===== src/rtl/trace_pkg.sv =====
// trace_pkg: shared capture-state type, default widths and depth helper for the trace controller
package trace_pkg;
    localparam int DEF_TRIG_W  = 1;
    localparam int DEF_TRACE_W = 6;
    localparam int DEF_ADDR_W  = 8;

    typedef enum logic [1:0] {IDLE, ARMED, POST, DONE} cap_state_t;

    function automatic int depth_of(input int addr_w);
        return 1 << addr_w;
    endfunction
endpackage


===== src/rtl/trace_trig_match.sv =====
// trace_trig_match: masked trigger compare
//   en    : global qualifier, no match while low
//   din   : live trigger signals
//   mask  : 1 = bit takes part in the compare
//   value : required value of the participating bits
//   match : combinational match result
module trace_trig_match #(
    parameter int TRIG_W = 1
) (
    input  logic              en,
    input  logic [TRIG_W-1:0] din,
    input  logic [TRIG_W-1:0] mask,
    input  logic [TRIG_W-1:0] value,
    output logic              match
);
    assign match = en && !(|((din ^ value) & mask));
endmodule


===== src/rtl/trace_capture_ctrl.sv =====
// trace_capture_ctrl: logic-analyzer trace buffer sequencer (arm, circular capture, trigger, post-count, freeze)
//   clk, reset_n          : capture clock, asynchronous active-low reset
//   arm, abort            : start a capture / cancel back to idle
//   trigger_en, trigger_din, trig_mask, trig_value : masked trigger compare inputs
//   post_cnt              : post-trigger sample count, taken at arm
//   trace_din             : trace sample
//   wr_en, wr_addr, wr_data : registered trace RAM write port
//   busy, triggered, done : capture status
//   trig_addr, oldest_addr, num_samples : buffer layout for the unload side
module trace_capture_ctrl
    import trace_pkg::*;
#(
    parameter int TRIG_W  = DEF_TRIG_W,
    parameter int TRACE_W = DEF_TRACE_W,
    parameter int ADDR_W  = DEF_ADDR_W
) (
    input  logic               clk,
    input  logic               reset_n,
    input  logic               arm,
    input  logic               abort,
    input  logic               trigger_en,
    input  logic [TRIG_W-1:0]  trigger_din,
    input  logic [TRIG_W-1:0]  trig_mask,
    input  logic [TRIG_W-1:0]  trig_value,
    input  logic [ADDR_W-1:0]  post_cnt,
    input  logic [TRACE_W-1:0] trace_din,
    output logic               wr_en,
    output logic [ADDR_W-1:0]  wr_addr,
    output logic [TRACE_W-1:0] wr_data,
    output logic               busy,
    output logic               triggered,
    output logic               done,
    output logic [ADDR_W-1:0]  trig_addr,
    output logic [ADDR_W-1:0]  oldest_addr,
    output logic [ADDR_W:0]    num_samples
);
    localparam int DEPTH = depth_of(ADDR_W);

    cap_state_t        state;
    logic [ADDR_W-1:0] wr_ptr;
    logic [ADDR_W-1:0] post_len;
    logic [ADDR_W-1:0] rem;
    logic              wrapped;
    logic              match;
    logic              capturing;

    trace_trig_match #(.TRIG_W(TRIG_W)) u_match (
        .en   (trigger_en),
        .din  (trigger_din),
        .mask (trig_mask),
        .value(trig_value),
        .match(match)
    );

    assign capturing   = (state == ARMED) || (state == POST);
    assign oldest_addr = wrapped ? wr_ptr : '0;
    assign num_samples = wrapped ? (ADDR_W+1)'(DEPTH) : {1'b0, wr_ptr};

    always_ff @(posedge clk or negedge reset_n) begin
        if (!reset_n) begin
            state     <= IDLE;
            wr_ptr    <= '0;
            post_len  <= '0;
            rem       <= '0;
            wrapped   <= 1'b0;
            wr_en     <= 1'b0;
            wr_addr   <= '0;
            wr_data   <= '0;
            busy      <= 1'b0;
            triggered <= 1'b0;
            done      <= 1'b0;
            trig_addr <= '0;
        end else begin
            wr_en <= capturing && !abort;
            // done trails the state by one cycle so it rises after the final write is on the port
            done  <= (state == DONE) && !abort && !arm;
            if (capturing && !abort) begin
                wr_addr <= wr_ptr;
                wr_data <= trace_din;
                wr_ptr  <= wr_ptr + 1'b1;
                if (&wr_ptr) wrapped <= 1'b1;
            end
            if (abort) begin
                state     <= IDLE;
                busy      <= 1'b0;
                triggered <= 1'b0;
            end else begin
                case (state)
                    IDLE, DONE: if (arm) begin
                        state     <= ARMED;
                        busy      <= 1'b1;
                        wr_ptr    <= '0;
                        wrapped   <= 1'b0;
                        triggered <= 1'b0;
                        // an ADDR_W-bit count can never exceed DEPTH-1, so no clamp logic is needed
                        post_len  <= post_cnt;
                    end
                    ARMED: if (match) begin
                        trig_addr <= wr_ptr;
                        triggered <= 1'b1;
                        rem       <= post_len;
                        state     <= (post_len == '0) ? DONE : POST;
                        busy      <= post_len != '0;
                    end
                    POST: begin
                        rem <= rem - 1'b1;
                        if (rem == ADDR_W'(1)) begin
                            state <= DONE;
                            busy  <= 1'b0;
                        end
                    end
                    default: state <= IDLE;
                endcase
            end
        end
    end
endmodule


===== config.mk =====
export PLATFORM = sky130hd
export DESIGN_NAME = trace_capture_ctrl
export DESIGN_NICKNAME = d
export VERILOG_FILES = /design/src/rtl/trace_pkg.sv /design/src/rtl/trace_trig_match.sv /design/src/rtl/trace_capture_ctrl.sv
export SDC_FILE = /design/constraint.sdc
export NUM_CORES = 1
export LEC_CHECK = 0
export BUFFER_PORTS_ARGS = -buffer_cell sky130_fd_sc_hd__buf_4
export CAP_MARGIN = 30
export CELL_PAD_IN_SITES_DETAIL_PLACEMENT = 1
export CELL_PAD_IN_SITES_GLOBAL_PLACEMENT = 2
export CORE_ASPECT_RATIO = 1.75
export CORE_UTILIZATION = 36
export CTS_CLUSTER_SIZE = 30
export DETAILED_ROUTE_END_ITERATION = 7
export PLACE_DENSITY = 0.86
export SLEW_MARGIN = 15
export SYNTH_ARGS = -nofsm -noshare
export SYNTH_HDL_FRONTEND = slang
export SYNTH_SLANG_ARGS = --single-unit

===== constraint.sdc =====
create_clock -name clk -period 4.28 [get_ports clk]
set_clock_uncertainty 0.1 [all_clocks]
set_input_delay 0.856 -clock clk [delete_from_list [all_inputs] [get_ports clk]]
set_output_delay 0.856 -clock clk [all_outputs]
set_load 0.01 [all_outputs]

### After elaboration in Yosys (flattened, before gate mapping)

Index checks and enable logic that the tools add are counted.

| storage, ports and cells | value |
|---|---|
| bits in registers | 53 |
| latch bits | 0 |
| bits in writable memories | 0 |
| bits in read-only memories | 0 |
| input bits | 22 |
| word-level logic and storage cells | 73 |
| memories | 0 |

| cells by class | value |
|---|---|
| add/subtract/negate cells | 2 |
| multipliers | 0 |
| div/mod/pow operators | 0 |
| $lt $le $gt $ge | 0 |
| eq/ne operators | 8 |
| shift operators | 0 |
| muxes and demuxes | 28 |
| bitwise gates (word level) | 3 |
| reduce and logical (&&, ||, !) cells | 20 |

Operators by type and width:

| cell | count |
|---|---|
| $mux W8 | 6 |
| $pmux W8 S2 | 1 |
| $reduce_and A3 Y1 | 5 |
| $mux W1 | 13 |
| $mux W9 | 1 |
| $add A8 B1 Y8 const B | 1 |
| $eq A8 B1 Y1 const B | 1 |
| $logic_not A8 Y1 | 1 |
| $mux W2 | 4 |
| $reduce_and A8 Y1 | 1 |
| $reduce_bool A8 Y1 | 1 |
| $sub A8 B1 Y8 const B | 1 |
| $ne A3 B3 Y1 const B | 2 |
| $pmux W2 S3 | 1 |
| $eq A2 B2 Y1 const B | 2 |
| $logic_and A1 B1 Y1 | 4 |
| $logic_not A1 Y1 | 3 |
| $ne A3 B2 Y1 const B | 1 |
| $pmux W1 S3 | 1 |
| $reduce_bool A3 Y1 | 1 |
| $eq A2 B1 Y1 const B | 1 |
| $logic_not A2 Y1 | 1 |
| $ne A2 B2 Y1 const B | 1 |
| $pmux W1 S2 | 1 |
| other kinds (6) | 6 |

### Depth between registers and ports, before layout

| logic depth | value |
|---|---|
| depth after elaboration | 7 |
| gate-level depth with buffers | 8 |
| mapped depth without buffers | 6 |

### Hierarchy

Synthesis repeated with hierarchy kept, for this count alone.

| second synthesis, totals | value |
|---|---|
| cells, all modules | 224 |
| area total of the unflattened synthesis | 2578.7 µm² |

Modules (own cells, without submodules):

| module | instances | cells each | area an instance (µm²) | sequential area each (µm²) |
|---|---|---|---|---|
| trace_capture_ctrl | 1 | 222 | 2562.5 | 1326.3 |
| trace_trig_match | 1 | 2 | 16.3 | 0.0 |

### Least setup slack after synthesis

No wires, ideal clock.

| timing path | value |
|---|---|
| kind | input to register |
| from | input trigger_din |
| to | register trig_addr[0] |
| setup time | 0.125 ns |
| data arrival time | 1.867 ns |
| data required time | 4.055 ns |
| setup slack | 2.189 ns |
| stages on the path | 4 |
| path buffers | 1 |
| path through | xnor2_1 -> o2111ai_1 -> buf_2 -> mux2_2 |

| between the ends | value |
|---|---|
| word-level cells in the longest chain between the ends | 5 |

RTL lines:

| element | RTL line | source |
|---|---|---|
| from (decl) | trace_capture_ctrl.sv:22 | `input logic [TRIG_W-1:0] trigger_din,` |
| $xor A1 B1 Y1 | trace_trig_match.sv:16 | `assign match = en && !(\|((din ^ value) & mask));` |
| $and A1 B1 Y1 | trace_trig_match.sv:16 |  |
| $logic_not A1 Y1 | trace_trig_match.sv:16 |  |
| $logic_and A1 B1 Y1 | trace_trig_match.sv:16 |  |
| $reduce_and A3 Y1 (no source line) | n/a |  |
| to (signal assigned) | trace_capture_ctrl.sv:99 | `trig_addr <= wr_ptr;` |
| to (decl) | trace_capture_ctrl.sv:33 | `output logic [ADDR_W-1:0] trig_addr,` |

Every way passes these cells.
A chain may end at the register's enable or synchronous reset.

### Worst setup path after layout

| timing path | value |
|---|---|
| from | register state[0] |
| to | register rem[7] |

| between the ends | value |
|---|---|
| word-level cells in the longest chain between the ends | 3 |
| elaborated cells on any way between the ends | 6 |
| classes of those cells | 3 x eq/ne; 1 x mux; 2 x reduce/logical |

RTL lines:

| element | RTL line | source |
|---|---|---|
| from (decl) | trace_capture_ctrl.sv:39 | `cap_state_t state;` |
| from (signal assigned) | trace_capture_ctrl.sv:102 | `state <= (post_len == '0) ? DONE : POST;` |
| $eq A2 B1 Y1 / $eq A2 B2 Y1 (equally long branches) | trace_capture_ctrl.sv:88 | `case (state)` |
| $ne A2 B2 Y1 (no source line) / $reduce_bool A2 Y1 (equally long branches) | n/a |  |
| $reduce_and A3 Y1 (no source line) | n/a |  |
| to (signal assigned) | trace_capture_ctrl.sv:101 | `rem <= post_len;` |
| to (signal assigned) | trace_capture_ctrl.sv:106 | `rem <= rem - 1'b1;` |
| to (decl) | trace_capture_ctrl.sv:42 | `logic [ADDR_W-1:0] rem;` |

Parallel ways exist; a longest one is shown, timed or not.

==> summary.md <==
| Metric | Value |
|---|---|
| Part of the power in the clock network | approximately a fifth |
| Amount of wire on met3 after detailed routing | 299 um |
| Highest routed layer | met4 |
| Unrepaired setup endpoints after global routing | false |
| Routed metal-1 wirelength | roughly 2600 um |
| Count of input and output buffers | 64 |
| Worst VDD drop | between 0.3 and 0.4 mV |
| Vias/cell | roughly 5.3 |
| Post-CTS setup buffers | 0 |
| Result of the run | finished clean |
| Most used flip-flop cell after synthesis | sky130_fd_sc_hd__dfrtp_1 |
| Clk_lat worst skew | roughly 0.30 ns |
| Post-layout min period | between 2 and 3 ns |
| PwrDens | 612 nW/um2 |
| Number of pins with negative max-slew slack in the final report | 0 |
| Final non-filler cell total | approximately 400 |
| Fraction of layout cells with a size suffix above 1 | ~33% |
| Via count of the first global-routing pass | between 2000 and 2500 |
| Total half-perimeter wirelength after legalization and detailed placement | around 5200 um |
| Syn Inst Count | between 200 and 300 |
| Antenna-violating nets left | 0 |
| Die outline height | ~120 um |
| Slew @ Worst Pin | 0.914 ns |
| Post-synthesis register bit count | between 50 and 60 |
| Worst setup startpoint | state[0] |
| Total negative slack for setup checks | 0 ns |
| Type of the worst setup path | flip-flop to flip-flop |
| Capture point of the worst path | rem[7] |
| Wire length on met2 | between 3000 and 4000 um |
| Reg-to-reg endpoint | rem[7] |
| DR vias | 2113 |
| Headroom to the max-slew limit | 39.0% |
| Initial Util | 37.0% |
| Switching power total | 0.766 mW |
| Portion of the clock cycle consumed by the worst path in the final layout | between 50% and 60% |
| Static leakage | ~1.6 nW |
| Mapped Avg Cell Area | 10.5 um2 |
| Kind of end point of the critical path | flip-flop |
| Residual overflow from global routing | 0 |
| Startpoint of the worst register-to-register path | state[0] |
| Internal power contribution | roughly 1.3 mW |
| # Max-Cap Violations | 0 |
| Clock transition time at the flip-flop clock pins of the worst setup and hold paths | 0.07 ns |
| Fmax | 391 MHz |
| Final total power | 2.03 mW |
| Net count, final | 340 |
| Die X-Extent | ~67 um |
| Combinational group share of total power | roughly 39% |
| Count of flip-flops with a built-in enable after synthesis | 0 |
| Clock tree from TritonCTS | built |
| Global-route wire length before repair | between 10000 and 15000 um |
| Number of rows created at floorplan | 41 |
| Reg-to-reg slack, setup | ~1.7 ns |
| Fraction of synthesis flops using an asynchronous set or reset pin | 100% |
| Remaining DRCs | 0 |
| Sw Ratio | about 38% |
| Wire per inst | between 15 and 20 um |
| Logic depth of the worst register-to-register path | 6 |
| Post-CTS Hold Buffers | 0 |
| Total nets after synthesis | 279 |
| Core footprint | 7130 um2 |
| Resized cells post-CTS | 0 |
| Crit Path Max Fanout | 26 |
| Bufs on Longest Clock Path | 2 |
| Number of distinct library cell variants in the gate-level netlist after synthesis | 51 |
| Dpl cell area | between 3000 and 4000 um2 |
| Final Hold Viols | 0 |
| Syn Std Cell Area | approximately 2600 um2 |
| Tot GR Track Use | between 20% and 30% |
| Area added between synthesis and finish | 25.7% |
| Number of violations reported at the end of detailed-routing iteration 0 | 54 |
| Fraction of power consumed by sequential logic | roughly 41% |
| Type of the worst min-delay path | flip-flop to flip-flop |
| Critical path arrival | ~2.7 ns |
| Number of clock sinks seen by CTS | 53 |
| Overall die area | 7700 um2 |
| Post-synthesis sequential area ratio | between 50% and 60% |
| Wire length reported by the detailed router | between 6000 and 7000 um |
| Count of H-tree levels built during CTS | 2 |
| Number of antenna violations at the first check in global routing | 0 |
| WP data required | 4.41 ns |
| Fin area | approximately 3300 um2 |
| Antenna diode count | 0 |
| Number of instances in the placed design | 390 |
| Gpl congestion | 0.753 |
| Maximum number of pins on one net before global-route repair | between 50 and 60 |
| Startpoint class of the critical path | flip-flop |
| I/O pin count | 65 |
| Instance count along the most critical hold path | 2 |
| Number of warning messages in the yosys log | 0 |
| Root buffer cell | sky130_fd_sc_hd__clkbuf_16 |
| Total iterations of the first detailed-routing run | 4 |
| Hold Startpoint | post_len[1] |
| TritonCTS Buffers | 5 |
| Total setup violations reported at the end of the flow | 0 |
==> area by class of cell <==
| type | instances | area [um2] |
|---|---|---|
| flip-flops and latches | 53 | 1330 |
| clock buffers | 6 | 129 |
| fillers | 815 | 3810 |
| clock inverters | 2 | 15.0 |
| inverters | 11 | 41.3 |
| repair buffers | 66 | 493 |
| multi-input cells | 175 | 1210 |
| well taps | 86 | 108 |
==> how the worst min path moves through the flow <==
stage,to,slack (ns)
after floorplan,post_len[1],0.36
after global placement,post_len[1],0.39
after detailed placement,post_len[1],0.39
after CTS,post_len[1],0.41
after global routing,wr_addr[3],0.44
final,post_len[1],0.41
==> cell families after synthesis <==
kind of cell	count (synthesis)	share of synthesized area [%]
mux	20	8.53
flops	53	50.2
xor+xnor	6	1.99
fa+ha+maj	6	2.84
compound gates	44	12.7
buf+inv	23	4.07
simple gates	99	19.6
==> power by group through the flow <==
stage	Combinational (mW)	Clock (mW)	Sequential, mW
6_report	0.797	0.410	0.823
2_1_floorplan	0.512	0	0.809
3_3_place_gp	0.782	0	0.827
5_1_grt	0.882	0.432	0.851
3_5_place_dp	0.807	0	0.836
4_1_cts	0.813	0.417	0.827
==> critical path: stages (launching register included) <==
cell	delay (ns)
sky130_fd_sc_hd__dfrtp_1	0.41
sky130_fd_sc_hd__inv_1	0.07
sky130_fd_sc_hd__ha_1	0.70
sky130_fd_sc_hd__nor2b_1	0.37
sky130_fd_sc_hd__a221oi_4	0.20
sky130_fd_sc_hd__or4b_1	0.54
sky130_fd_sc_hd__nand3_1	0.09
==> per-stage QoR <==
step	setup WS (ns)	util, %	hold WS, ns
2_1_floorplan	2.19	-	0.363
3_3_place_gp	1.63	44.5	0.388
3_5_place_dp	1.54	44.5	0.390
4_1_cts	1.73	46.5	0.412
5_1_grt	1.59	46.6	0.437
6_report	1.72	46.6	0.407
==> state kept, by name, indices dropped and copies added (netlist names) <==
name       count
wr_en          1
wr_ptr         8
post_len       8
busy           1
trig_addr      8
state          2
rem            8
wr_data        6
done           1
wrapped        1
triggered      1
wr_addr        8
==> layout by cell type (no fill, tap or decap), drive strengths merged, types with 4 or more instances in the layout <==
master  instances
inv            11
a21oi           9
nor2           15
ha              6
dfrtp          53
o21ai           9
clkbuf          7
nor2b           9
o22a            8
nand3           4
and2            9
nor3            4
nand2          38
mux2           20
or3             4
buf            65
==> synthesized netlist by cell type (3+ instances only) <==
library cell	n	area, um2
sky130_fd_sc_hd__a21oi_1	9	45.0
sky130_fd_sc_hd__a31oi_1	3	18.8
sky130_fd_sc_hd__and2_1	9	56.3
sky130_fd_sc_hd__buf_2	5	25.0
sky130_fd_sc_hd__clkbuf_1	4	15.0
sky130_fd_sc_hd__dfrtp_1	53	1330
sky130_fd_sc_hd__ha_1	6	75.1
sky130_fd_sc_hd__inv_1	11	41.3
sky130_fd_sc_hd__mux2_2	20	225
sky130_fd_sc_hd__nand2_1	38	143
sky130_fd_sc_hd__nand3_1	4	20.0
sky130_fd_sc_hd__nor2_1	14	52.6
sky130_fd_sc_hd__nor2b_1	9	56.3
sky130_fd_sc_hd__nor3_1	4	20.0
sky130_fd_sc_hd__o21ai_0	8	40.0
sky130_fd_sc_hd__o22a_1	6	52.6
sky130_fd_sc_hd__or3_1	3	18.8
sky130_fd_sc_hd__xnor2_1	3	26.3
sky130_fd_sc_hd__xor2_1	3	26.3
==> per-layer routing <==
metal,vias to the layer above,global-route usage (%)
met5,-,0
met4,0,8.37
met3,12,4.07
met2,53,37.4
met1,1058,21.7
li1,990,-
No activity file was read; power rests on OpenSTA's default activity.
